### src/rtl/tick_irq_gen.sv
// Multi-channel programmable tick and interrupt generator: per-channel period counter,
// periodic or one-shot mode, pending latch with level acknowledge, and overrun flag.
module tick_irq_gen #(
    parameter int               N_CH        = 4,
    parameter int               CNT_W       = 24,
    parameter int               DEFAULT_DIV = 40000,
    parameter logic [15:0]      RESET_EN    = 16'h0001,
    parameter int               CH_W        = (N_CH > 1) ? $clog2(N_CH) : 1
) (
    input  logic                clk,
    input  logic                reset_n,
    input  logic                cfg_we,
    input  logic [CH_W-1:0]     cfg_ch,
    input  logic [CNT_W-1:0]    cfg_period,
    input  logic                cfg_en,
    input  logic                cfg_oneshot,
    input  logic [N_CH-1:0]     ack,
    output logic [N_CH-1:0]     tick,
    output logic [N_CH-1:0]     pending,
    output logic [N_CH-1:0]     overrun,
    output logic [N_CH-1:0]     enabled,
    output logic                irq_any
);

    localparam logic [CNT_W-1:0] CNT_ZERO   = {CNT_W{1'b0}};
    localparam logic [CNT_W-1:0] CNT_ONE    = {{(CNT_W-1){1'b0}}, 1'b1};
    localparam logic [CNT_W-1:0] RST_PERIOD = CNT_W'(DEFAULT_DIV - 32'd1);

    logic [CNT_W-1:0] cnt_q    [N_CH];
    logic [CNT_W-1:0] cnt_d    [N_CH];
    logic [CNT_W-1:0] period_q [N_CH];
    logic [CNT_W-1:0] period_d [N_CH];
    logic [N_CH-1:0]  oneshot_q, oneshot_d;
    logic [N_CH-1:0]  en_q, en_d;
    logic [N_CH-1:0]  tick_q, tick_d;
    logic [N_CH-1:0]  pending_q, pending_d;
    logic [N_CH-1:0]  overrun_q, overrun_d;
    logic             irq_any_q, irq_any_d;
    logic [N_CH-1:0]  term_s;
    logic [N_CH-1:0]  sel_s;
    logic             cfg_ok_s;

    // Next-state for every channel: counting, one-shot disarm, config write, irq latches.
    always_comb begin
        cfg_ok_s  = cfg_we && (32'(cfg_ch) < 32'(N_CH));
        term_s    = {N_CH{1'b0}};
        sel_s     = {N_CH{1'b0}};
        oneshot_d = oneshot_q;
        en_d      = en_q;
        tick_d    = {N_CH{1'b0}};
        pending_d = {N_CH{1'b0}};
        overrun_d = {N_CH{1'b0}};
        for (int i = 0; i < N_CH; i++) begin
            cnt_d[i]    = cnt_q[i];
            period_d[i] = period_q[i];
            term_s[i]   = en_q[i] && (cnt_q[i] == period_q[i]);
            sel_s[i]    = cfg_ok_s && (32'(cfg_ch) == 32'(i));

            if (term_s[i]) begin
                cnt_d[i] = CNT_ZERO;
                if (oneshot_q[i]) begin
                    en_d[i] = 1'b0;
                end else begin
                    en_d[i] = en_q[i];
                end
            end else if (en_q[i]) begin
                cnt_d[i] = cnt_q[i] + CNT_ONE;
            end else begin
                cnt_d[i] = cnt_q[i];
            end

            // A write wins over the counter update but the terminal event is still reported.
            if (sel_s[i]) begin
                cnt_d[i]     = CNT_ZERO;
                period_d[i]  = cfg_period;
                en_d[i]      = cfg_en;
                oneshot_d[i] = cfg_oneshot;
            end else begin
                period_d[i]  = period_q[i];
                oneshot_d[i] = oneshot_q[i];
            end

            tick_d[i]    = term_s[i];
            pending_d[i] = ~ack[i] & (term_s[i] | pending_q[i]);
            overrun_d[i] = ~ack[i] & (overrun_q[i] | (term_s[i] & pending_q[i]));
        end
        irq_any_d = |pending_d;
    end

    // State registers with synchronous active-low reset.
    always_ff @(posedge clk) begin
        if (!reset_n) begin
            for (int i = 0; i < N_CH; i++) begin
                cnt_q[i]    <= CNT_ZERO;
                period_q[i] <= RST_PERIOD;
            end
            oneshot_q <= {N_CH{1'b0}};
            en_q      <= RESET_EN[N_CH-1:0];
            tick_q    <= {N_CH{1'b0}};
            pending_q <= {N_CH{1'b0}};
            overrun_q <= {N_CH{1'b0}};
            irq_any_q <= 1'b0;
        end else begin
            for (int i = 0; i < N_CH; i++) begin
                cnt_q[i]    <= cnt_d[i];
                period_q[i] <= period_d[i];
            end
            oneshot_q <= oneshot_d;
            en_q      <= en_d;
            tick_q    <= tick_d;
            pending_q <= pending_d;
            overrun_q <= overrun_d;
            irq_any_q <= irq_any_d;
        end
    end

    assign tick    = tick_q;
    assign pending = pending_q;
    assign overrun = overrun_q;
    assign enabled = en_q;
    assign irq_any = irq_any_q;

endmodule

### config.mk
export PLATFORM = sky130hd
export DESIGN_NAME = tick_irq_gen
export DESIGN_NICKNAME = d
export VERILOG_FILES = /design/src/rtl/tick_irq_gen.sv
export SDC_FILE = /design/constraint.sdc
export NUM_CORES = 1
export LEC_CHECK = 0
export CAP_MARGIN = 20
export CORE_MARGIN = 2
export CORE_UTILIZATION = 49
export DETAILED_ROUTE_END_ITERATION = 10
export GPL_TIMING_DRIVEN = 0
export PLACE_DENSITY = 0.67
export SLEW_MARGIN = 20
export SYNTH_ARGS = -nofsm -noshare
export SYNTH_HDL_FRONTEND = slang
export SYNTH_SLANG_ARGS = --single-unit
### constraint.sdc
create_clock -name clk -period 2.3 [get_ports clk]
set_input_delay 0.575 -clock clk [delete_from_list [all_inputs] [get_ports clk]]
set_output_delay 0.575 -clock clk [all_outputs]
set_load 0.05 [all_outputs]
; Word level (Yosys, flattened, before mapping)
; Memories as Yosys holds them, arrays and structs flattened.
; Cells that the tools add are included.
[totals]
register_bits = 21
latch_bits = 0
mem_bits_rw = 192
mem_bits_ro = 0
input_bits = 35
wordCells = 117
memories = 2
[op_classes]
add_sub_neg = 4
multipliers = 0
n_div = 0
n_lt_le_gt_ge = 0
n_eq_ne = 7
shifts = 0
muxes = 38
bitwise = 32
reduce_logical = 22
[memory_table]
columns = memory, depth, word_bits, read_ports, rd_ports_with_merged_regs, write_ports, line_no
row1 = cnt_q, 4, 24, 4, 0, 4, 29  ; logic [CNT_W-1:0] cnt_q [N_CH];
row2 = period_q, 4, 24, 4, 0, 4, 31  ; logic [CNT_W-1:0] period_q [N_CH];
[op_table]
columns = operator, count
row1 = $mux W24, 24
row2 = $add A24 B1 Y24 const B, 4
row3 = $eq A24 B24 Y1, 4
row4 = $or A1 B1 Y1, 16
row5 = $reduce_bool A2 Y1, 8
row6 = $mux W1, 14
row7 = $and A1 B1 Y1, 12
row8 = $logic_and A1 B1 Y1, 8
row9 = $reduce_and A2 Y1, 4
row10 = $eq A2 B2 Y1 const B, 2
row11 = $not A1 Y1, 4
row12 = $reduce_or A4 Y1, 1
row13 = $eq A2 B1 Y1 const B, 1
row14 = $logic_not A2 Y1, 1

; Logic depth before layout (Yosys ltp)
; Gate-level depths: netlist of run 1.
[logic_depth]
word_depth = 5
ltp_mapped = 8
mapped_depth_nobuf = 7

; Worst setup path before layout of run 1
; Ideal clock, no wire load.
[synth_path]
path_kind = reg2reg
start = register en_q[3], in the netlist enabled[3]
end = memory cnt_q[3][18]
setup_ps = 117
arrival_ps = 2300
required_time_ps = 2183
path_slack_ps = -117
stages_incl_launch_ff = 9
period_less_slack_ps = 2417
path_cell_list = dfxtp_1 > buf_2 > nand4_2 > or4_4 > buf_6 > or3_4 > nor2_2 > xnor2_1 > nor2_2
[synth_rtl]
columns = item, line_no
row1 = "start, declared", 34  ; logic [N_CH-1:0] en_q, en_d;
row2 = "start signal, assigned", 98  ; en_q <= RESET_EN[N_CH-1:0];
row3 = "start signal, assigned", 109  ; en_q <= en_d;
row4 = "end, declared", 29

; Worst setup path in the final report of run 1
[layout_path]
start = register en_q[1], in the netlist enabled[1]
end = output enabled[1]
[layout_rtl]
columns = item, line_no
row1 = "end, declared", 21  ; output logic [N_CH-1:0] enabled,
; No word-level cell between the ends.

==> results of run 1 <==
## cell type report
| type | count | area share |
|---|---|---|
| Timing Repair Buffer | 58 | 0.0523 |
| Tap cell | 234 | 0.0266 |
| Clock inverter | 11 | 0.00841 |
| Buffer | 52 | 0.0210 |
| Sequential cell | 213 | 0.388 |
| Clock buffer | 30 | 0.0574 |
| Inverter | 18 | 0.00614 |
| Multi-Input combinational cell | 821 | 0.440 |
## per-layer routing
metal	routed length (um)	vias to the layer above
li1	-	3796
met1	11400	3528
met2	10200	172
met3	1210	41
met4	561	0
met5	0	-
## state kept, by name, indices dropped and copies added, names as in the netlist
name / cells
enabled: 4
irq_any: 1
cnt_q: 96
period_q: 96
overrun: 4
oneshot_q: 4
tick: 4
pending: 4
## power by group
group	internal (W)	switching [W]
sequential	0.00377	0.0000648
combinational	0.000199	0.000294
clock	0.00206	0.00151
## what timing repair did
item	CTS	global route
pin swaps	0	3
setup buffers	2	6
gates resized for setup	9	30
endpoints found under the setup margin	102	168
## cell usage after synthesis (all sizes together) (7+ instances only)
master  number  area share
and4         9      0.0084
and2         8      0.0054
and3        13      0.0087
nand2      244       0.098
a21boi      63       0.051
nand3       62       0.033
inv         18      0.0072
nor4        13      0.0094
clkbuf      48       0.019
xor2        86       0.081
xnor2       95       0.089
buf          7      0.0044
dfxtp      213        0.46
nor3        13      0.0070
nor2       126       0.052
nand4       40       0.027
## kinds of logic (layout without fill, tap and decap cells)
group                    Yosys count  count (layout)  share of synthesized area
adder cells (fa/ha/maj)            4               4                    0.00536
multiplexers                       4               4                    0.00429
AND/OR/NAND/NOR                  548             548                      0.266
XOR/XNOR                         181             181                      0.170
AO/OA/AOI/OAI                     84              84                     0.0670
flip-flops                       213             213                      0.456
buffers and inverters             73             169                     0.0309
## final timing paths
check	end	depth (start not counted)	slack (ns)	startpoint
setup / recovery	enabled[1]	1	0.04	enabled[1]
hold / removal	oneshot_q[3]	2	0.47	oneshot_q[3]
setup reg to reg	cnt_q[3][22]	8	0.08	cnt_q[3][0]
hold reg to reg	oneshot_q[3]	2	0.47	oneshot_q[3]
## stage by stage
| stage | worst slack (ns) | utilization |
|---|---|---|
| floorplan | 0.0590 | - |
| global placement | -0.646 | 0.542 |
| detailed placement | -0.656 | 0.542 |
| CTS | -0.141 | 0.583 |
| global route | 0.00892 | 0.588 |
| finish | 0.0446 | 0.588 |
==> results.toml, run 1 <==
[place]
dp_hpwl_um = 16300
placed_cell_area_um2 = 10100
place.gp.congestion = 0.800
io_buffers = 50
dp_cells = 1391

[grt]
antenna_found_initial = 0
grtUsageMet2 = 0.360
grt_max_degree = 15
gr-total-overflow = 0
grt_use_total = 0.230
grt_pass1_wl_um = 36900
grt_pass1_vias = 7051
grtUsageMet3 = 0.0289
grtUsageMet1 = 0.337
gr-max-usage-layer = "met2"

[cells_and_area]
stdcell_count = 1437
n_fill_cell = 1708
fin_nets = 1226
drive_above_1_share = 0.0715
mostFrequentLayoutCell = "nand2_1"
final_cell_mix = "nand2_1 (244), dfxtp_1 (212), nor2_1 (120)"
fin_area_um2 = 11000
diodes = 0
multiInputGateArea_um2 = 4850
ff_latch_area_um2 = 4270
area_growth_pct = 17.8

[worst_setup_path]
critPathKind = "flop to output pin"
cp-end-kind = "output pin"
crit_slowest_cell = "clkdlybuf4s50_1"
crit_family = "buffers and inverters"
crit_chain = "clkdlybuf4s50_1"
cp-start-kind = "flop"
cp_max_fo = 2
crit_buf_inv = 1
worstPathArrival_ns = 1.68
slowest_delay_ns = 0.82
cp.required_ns = 1.73

[route]
drtPass1Iterations = 5
wl_per_cell_um = 16.2
first_iter_violations = 464
routed_wl_um = 23300
drc = 0
detail_route.vias_per_cell = 5.24
drtAntennaViolNets = 0
vias = 7537

[clock_tree]
clk_pin_slew_ns = 0.06
cts-buffers-inserted = 23
postCtsHoldBufs = 0
clock_latency_ns = 0.52
cts_buffer_depth = 3
cts_tree = "done"
cts_max_level = 1
clkSinkCount = 213
cts-root-buf = "clkbuf_16"

[power_and_ir_drop]
finalPower_w = 0.00789
p_leak_nw = 4.25
power.density_nw_per_um2 = 717
peakVddDrop_mv = 0.573

[yosys]
syn_area_per_cell_um2 = 8.44
synthArstFlopShare = 0
synth_nets = 1146
synth-main-ff-cell = "dfxtp_1"
ys_seq_area_frac = 0.456
ys_types = 37
mappedNetlistArea_um2 = 9340
ys_ff_latch = 213
ys_warn_count = 0
syn-instance-count = 1107
synth-edff-count = 0

[timing]
clock_skew_ns = 0.0236
drv_slew = 0
final.setup.tns_ns = 0
fin_crit_sh = 0.981
fmax_mhz = 443
tightest_slew_ns = 0.565
rsz0062_at_grt = "false"
fin_hold_ws_ns = 0.471
maxSlewHeadroom = 0.622
finalSetupViolCount = 0
hold_viol = 0
period_minus_slack_ns = 2.26

[flow_run]
drv_cap = 0

[outcome]
status = "finished clean"

[floorplan]
io_pins = 52
core-area_um2 = 18700
dieHeight_um = 142
rows = 50
start_util = 0.500
die_w_um = 142
die-area_um2 = 20200

[hold_path]
hold_class = "flop to flop"
No activity file was read; power rests on OpenSTA's default activity.
==> run 2, diff against run 1 <==
--- a/config.mk
+++ b/config.mk
@@ -10,8 +10,10 @@
 export CORE_UTILIZATION = 49
 export DETAILED_ROUTE_END_ITERATION = 10
 export GPL_TIMING_DRIVEN = 0
+export MAX_ROUTING_LAYER = met4
 export PLACE_DENSITY = 0.67
 export SLEW_MARGIN = 20
 export SYNTH_ARGS = -nofsm -noshare
 export SYNTH_HDL_FRONTEND = slang
 export SYNTH_SLANG_ARGS = --single-unit
+export TNS_END_PERCENT = 10
==> run 2 against run 1 <==
The run now ends with setup timing left. Flip-flop and latch count is the same. Wire length shrank 0.64%. Sequential power is essentially flat. Non-clock buffer count shrank 2. Final area shrank 0.11%. Power grew 0.19%. Utilization shrank 0.067 points. Largest cell class unchanged.
==> results.toml, run 2 (same netlist as run 1, synthesis figures left out) <==
[timing]
fin_hold_ws_ns = 0.471
tightest_slew_ns = 0.614
drv_slew = 0
finalSetupViolCount = 16
worst_slack_ns = -0.0527
hold_viol = 0
fmax_mhz = 425
clock_skew_ns = 0.0251
period_minus_slack_ns = 2.35
maxSlewHeadroom = 0.591
rsz0062_at_grt = "true"
fin_crit_sh = 1.02

[route]
met3WireLength_um = 1410
routed_wl_um = 23200
wl_per_cell_um = 16.2
drc = 0
vias = 7508
detail_route.vias_per_cell = 5.23
top_layer_used = "met4"
wl_met1_um = 11200
dr_wl_met2_um = 10000
first_iter_violations = 458
drtAntennaViolNets = 0
drtPass1Iterations = 7

[cells_and_area]
reg_top3 = "cnt_q (96), period_q (96)"
final_cell_mix = "nand2_1 (244), dfxtp_1 (211), nor2_1 (120)"
mostFrequentLayoutCell = "nand2_1"
drive_above_1_share = 0.0691
fin_area_um2 = 11000
stdcell_count = 1435
area_growth_pct = 17.6
fin_nets = 1224
fin_util = 0.588
diodes = 0

[clock_tree]
clk_pin_slew_ns = 0.06
cts_max_level = 1
cts-root-buf = "clkbuf_16"
cts_tree = "done"
postCtsHoldBufs = 0
clkSinkCount = 213
cts_buffer_depth = 3
cts-buffers-inserted = 23
clock_latency_ns = 0.52

[floorplan]
rows = 50
die-area_um2 = 20200
core-area_um2 = 18700
io_pins = 52
dieHeight_um = 142
die_w_um = 142
start_util = 0.500

[hold_path]
hold_class = "flop to flop"
whs_path_depth = 2

[power_and_ir_drop]
peakVddDrop_mv = 0.576
power.density_nw_per_um2 = 720
p_leak_nw = 4.23

[grt]
antenna_found_initial = 0
grt_use_total = 0.238
grt_pass1_vias = 7037
gr-total-overflow = 0
grt_pass1_wl_um = 37000
grt_max_degree = 15

[place]
dp_cells = 1391
place_worst_setup_slack_ns = -0.656
dp_hpwl_um = 16300
placed_cell_area_um2 = 10100
place.gp.congestion = 0.812
io_buffers = 50

[outcome]
violations = "setup timing"
status = "complete, but fails checks"

[worst_setup_path]
worstPathArrival_ns = 2.71
crit_slowest_cell = "clkbuf_1"
cpMostUsedCell = "clkbuf_1"
slowest_delay_ns = 0.54
cp_max_fo = 10
crit_chain = "clkdlybuf4s50_1 > clkbuf_1 > clkbuf_1 > clkbuf_1 > nand3_1"
cp-start-kind = "primary input"
critPathKind = "primary input to flop"
ff2ff_path_depth = 8
cp.required_ns = 2.66
cp-end-kind = "flop"

[flow_run]
drv_cap = 0
## run 2: per-stage QoR
step | setup TNS, ns | power, W
after detailed placement | -63.60 | 0.00439
after global placement | -59.78 | 0.00438
after global routing | -8.70 | 0.00817
after floorplan | 0 | 0.00418
after CTS | -2.73 | 0.00796
final | -0.360 | 0.00791
## run 2: repair_timing
item | CTS | global route
pin swaps | 0 | 3
gates resized for setup | 10 | 27
gates cloned | 0 | 0
setup buffers | 2 | 2
setup endpoints to repair | 102 | 168
## run 2: routing by layer
| layer | track usage | up-vias |
|---|---|---|
| li1 | - | 3783 |
| met1 | 0.339 | 3509 |
| met2 | 0.358 | 178 |
| met3 | 0.0286 | 38 |
| met4 | 0.0632 | 0 |
| met5 | - | - |
## run 2: layout make-up
type	count	area, um2
clock inverters	11	92.6
multi-input cells	821	4860
clock buffers	30	632
flip-flops and latches	213	4270
plain buffers	54	236
repair buffers	54	546
inverters	18	67.6
fillers	1708	7710
well taps	234	293
## run 2: power breakdown
group          leakage (nW)  internal, W  switching, W  total, W
sequential             1.73      0.00377     0.0000647   0.00384
combinational          2.14     0.000200      0.000293  0.000493
clock                 0.362      0.00206       0.00152   0.00358
total                  4.23      0.00603       0.00188   0.00791
## run 2: path summary, 6_finish.rpt
check / end / from / slack, ns
worst max-delay path: period_q[0][10] / reset_n / -0.05
worst min-delay path: oneshot_q[3] / oneshot_q[3] / 0.47
worst max register to register: cnt_q[2][6] / cnt_q[2][5] / 0.06
worst min register to register: oneshot_q[3] / oneshot_q[3] / 0.47
## run 2: critical path: cells and delay by family
family | cells | cell delay (ns)
buffers and inverters | 4 | 2.00
AND/OR/NAND/NOR | 1 | 0.13
==> run 3, diff against run 2 <==
--- a/config.mk
+++ b/config.mk
@@ -8,6 +8,7 @@
 export CAP_MARGIN = 20
 export CORE_MARGIN = 2
 export CORE_UTILIZATION = 49
+export CTS_BUF_LIST = sky130_fd_sc_hd__clkbuf_4
 export DETAILED_ROUTE_END_ITERATION = 10
 export GPL_TIMING_DRIVEN = 0
 export MAX_ROUTING_LAYER = met4
==> run 3 against run 2 <==
The run now ends clean. Flip-flop and latch count did not move. Global-route usage rose by 0.34 points. Sequential share of layout area hardly changed. Critical endpoint is now period_q[2][0]. Highest routed layer unchanged.
==> results.toml, run 3 (same netlist as run 1, synthesis figures left out) <==
[worst_setup_path]
cp_max_fo = 10
cpMostUsedCell = "clkbuf_1"
crit_buf_inv = 4
worstSetupEndpoint = "period_q[2][0]"
cp.depth = 5
cp-end-kind = "flop"
crit_chain = "clkdlybuf4s50_1 > clkbuf_1 > clkbuf_1 > clkbuf_1 > o211ai_1"
slowest_delay_ns = 0.55
crit_family = "buffers and inverters"
r2r-start = "cnt_q[2][5]"
r2r_slack_ns = 0.06
ff2ff_path_depth = 8
worstPathArrival_ns = 2.81
cp.required_ns = 2.82
crit_slowest_cell = "clkbuf_1"
setup.worst_path.start = "reset_n"
reg2reg_to = "cnt_q[2][6]"
cp-start-kind = "primary input"
critPathKind = "primary input to flop"

[power_and_ir_drop]
finalPower_w = 0.00783
p_leak_nw = 4.30
p_sw_frac = 0.243
pwr-share-comb = 0.063
power.density_nw_per_um2 = 712
power.switching_w = 0.00190
clkPwrFrac = 0.447
peakVddDrop_mv = 0.358
power_frac_seq = 0.490
p_int_w = 0.00593

[grt]
grt_pass1_vias = 7341
grtUsageMet2 = 0.360
grtUsageMet3 = 0.0404
grt_max_degree = 16
gr-total-overflow = 0
grtUsageMet1 = 0.332
grt_pass1_wl_um = 37200
antenna_found_initial = 1
gr-max-usage-layer = "met2"
grt_use_total = 0.241

[place]
place.gp.congestion = 0.812
dp_hpwl_um = 16300
io_buffers = 50

[route]
drc = 0
drtAntennaViolNets = 0
vias = 7712
first_iter_violations = 400
routed_wl_um = 23400
wl_per_cell_um = 15.6
detail_route.vias_per_cell = 5.16
drtPass1Iterations = 5

[timing]
rsz0062_at_grt = "true"
clock_skew_ns = 0.0236
maxSlewHeadroom = 0.582
fin_hold_ws_ns = 0.470
hold_viol = 0
finalSetupViolCount = 0
period_minus_slack_ns = 2.29
fmax_mhz = 437
fin_crit_sh = 0.995
drv_slew = 0
tightest_slew_ns = 0.628

[floorplan]
core-area_um2 = 18700
dieHeight_um = 142
die_w_um = 142
start_util = 0.500
rows = 50
die-area_um2 = 20200
io_pins = 52

[cells_and_area]
fin_util = 0.588
final_cell_mix = "nand2_1 (244), dfxtp_1 (211), nor2_1 (120)"
mostFrequentLayoutCell = "nand2_1"
n_fill_cell = 1737
reg_top3 = "cnt_q (96), period_q (96)"
fin_nets = 1258
drive_above_1_share = 0.110
area_growth_pct = 17.6

[clock_tree]
clkSinkCount = 213
cts_tree = "done"
cts-buffers-inserted = 57
cts_buffer_depth = 3
clock_latency_ns = 0.69
clk_pin_slew_ns = 0.06
cts-root-buf = "clkbuf_4"
cts_max_level = 2

[outcome]
status = "finished clean"

[hold_path]
whs_path_depth = 2
hold_class = "primary input to flop"

[flow_run]
drv_cap = 0
-- run 3: metal layers --
metal / wire length (um) / up-vias / part of all wire
li1: - / 3883 / -
met1: 11300 / 3578 / 0.48
met2: 10200 / 210 / 0.44
met3: 1400 / 41 / 0.060
met4: 494 / 0 / 0.021
met5: 0 / - / 0
-- run 3: how the worst min path moves through the flow --
stage                   endpoint         start
floorplan           oneshot_q[2]  oneshot_q[2]
global placement    oneshot_q[0]  oneshot_q[0]
detailed placement  oneshot_q[0]  oneshot_q[0]
CTS                   overrun[2]        ack[2]
global route          overrun[2]        ack[2]
finish                overrun[2]        ack[2]
-- run 3: final cells by class --
class	instances	area, um2	share of cell area
multi-input combinational	821	4860	0.442
clock buffer	89	668	0.0608
antenna	1	2.50	0.000228
clock inverter	10	91.3	0.00831
buffer	54	238	0.0216
tap	234	293	0.0266
inverter	18	67.6	0.00615
sequential	213	4270	0.388
timing repair buffer	54	509	0.0463
-- run 3: power groups by stage --
stage	registers, W	logic [W]	clock network [W]
after CTS	0.00383	0.000478	0.00357
after global placement	0.00392	0.000467	0
after global routing	0.00384	0.000537	0.00376
final	0.00384	0.000491	0.00350
after floorplan	0.00391	0.000268	0
after detailed placement	0.00392	0.000472	0
-- run 3: metrics by stage --
stage	instance area (um2)	setup slack [ns]	cells	TNS (ns)
after floorplan	9350	0.0590	1107	0
after global placement	10100	-0.646	1391	-59.78
after detailed placement	10100	-0.656	1391	-63.60
after CTS	10900	-0.117	1491	-2.18
final	11000	0.0123	1494	0
after global routing	11000	-0.107	1494	-1.59
-- run 3: timing repair --
item,in CTS,in global routing
buffers inserted,2,2
hold buffers,0,0
setup endpoints to repair,97,105
pin swaps,0,2
resized for setup,24,25
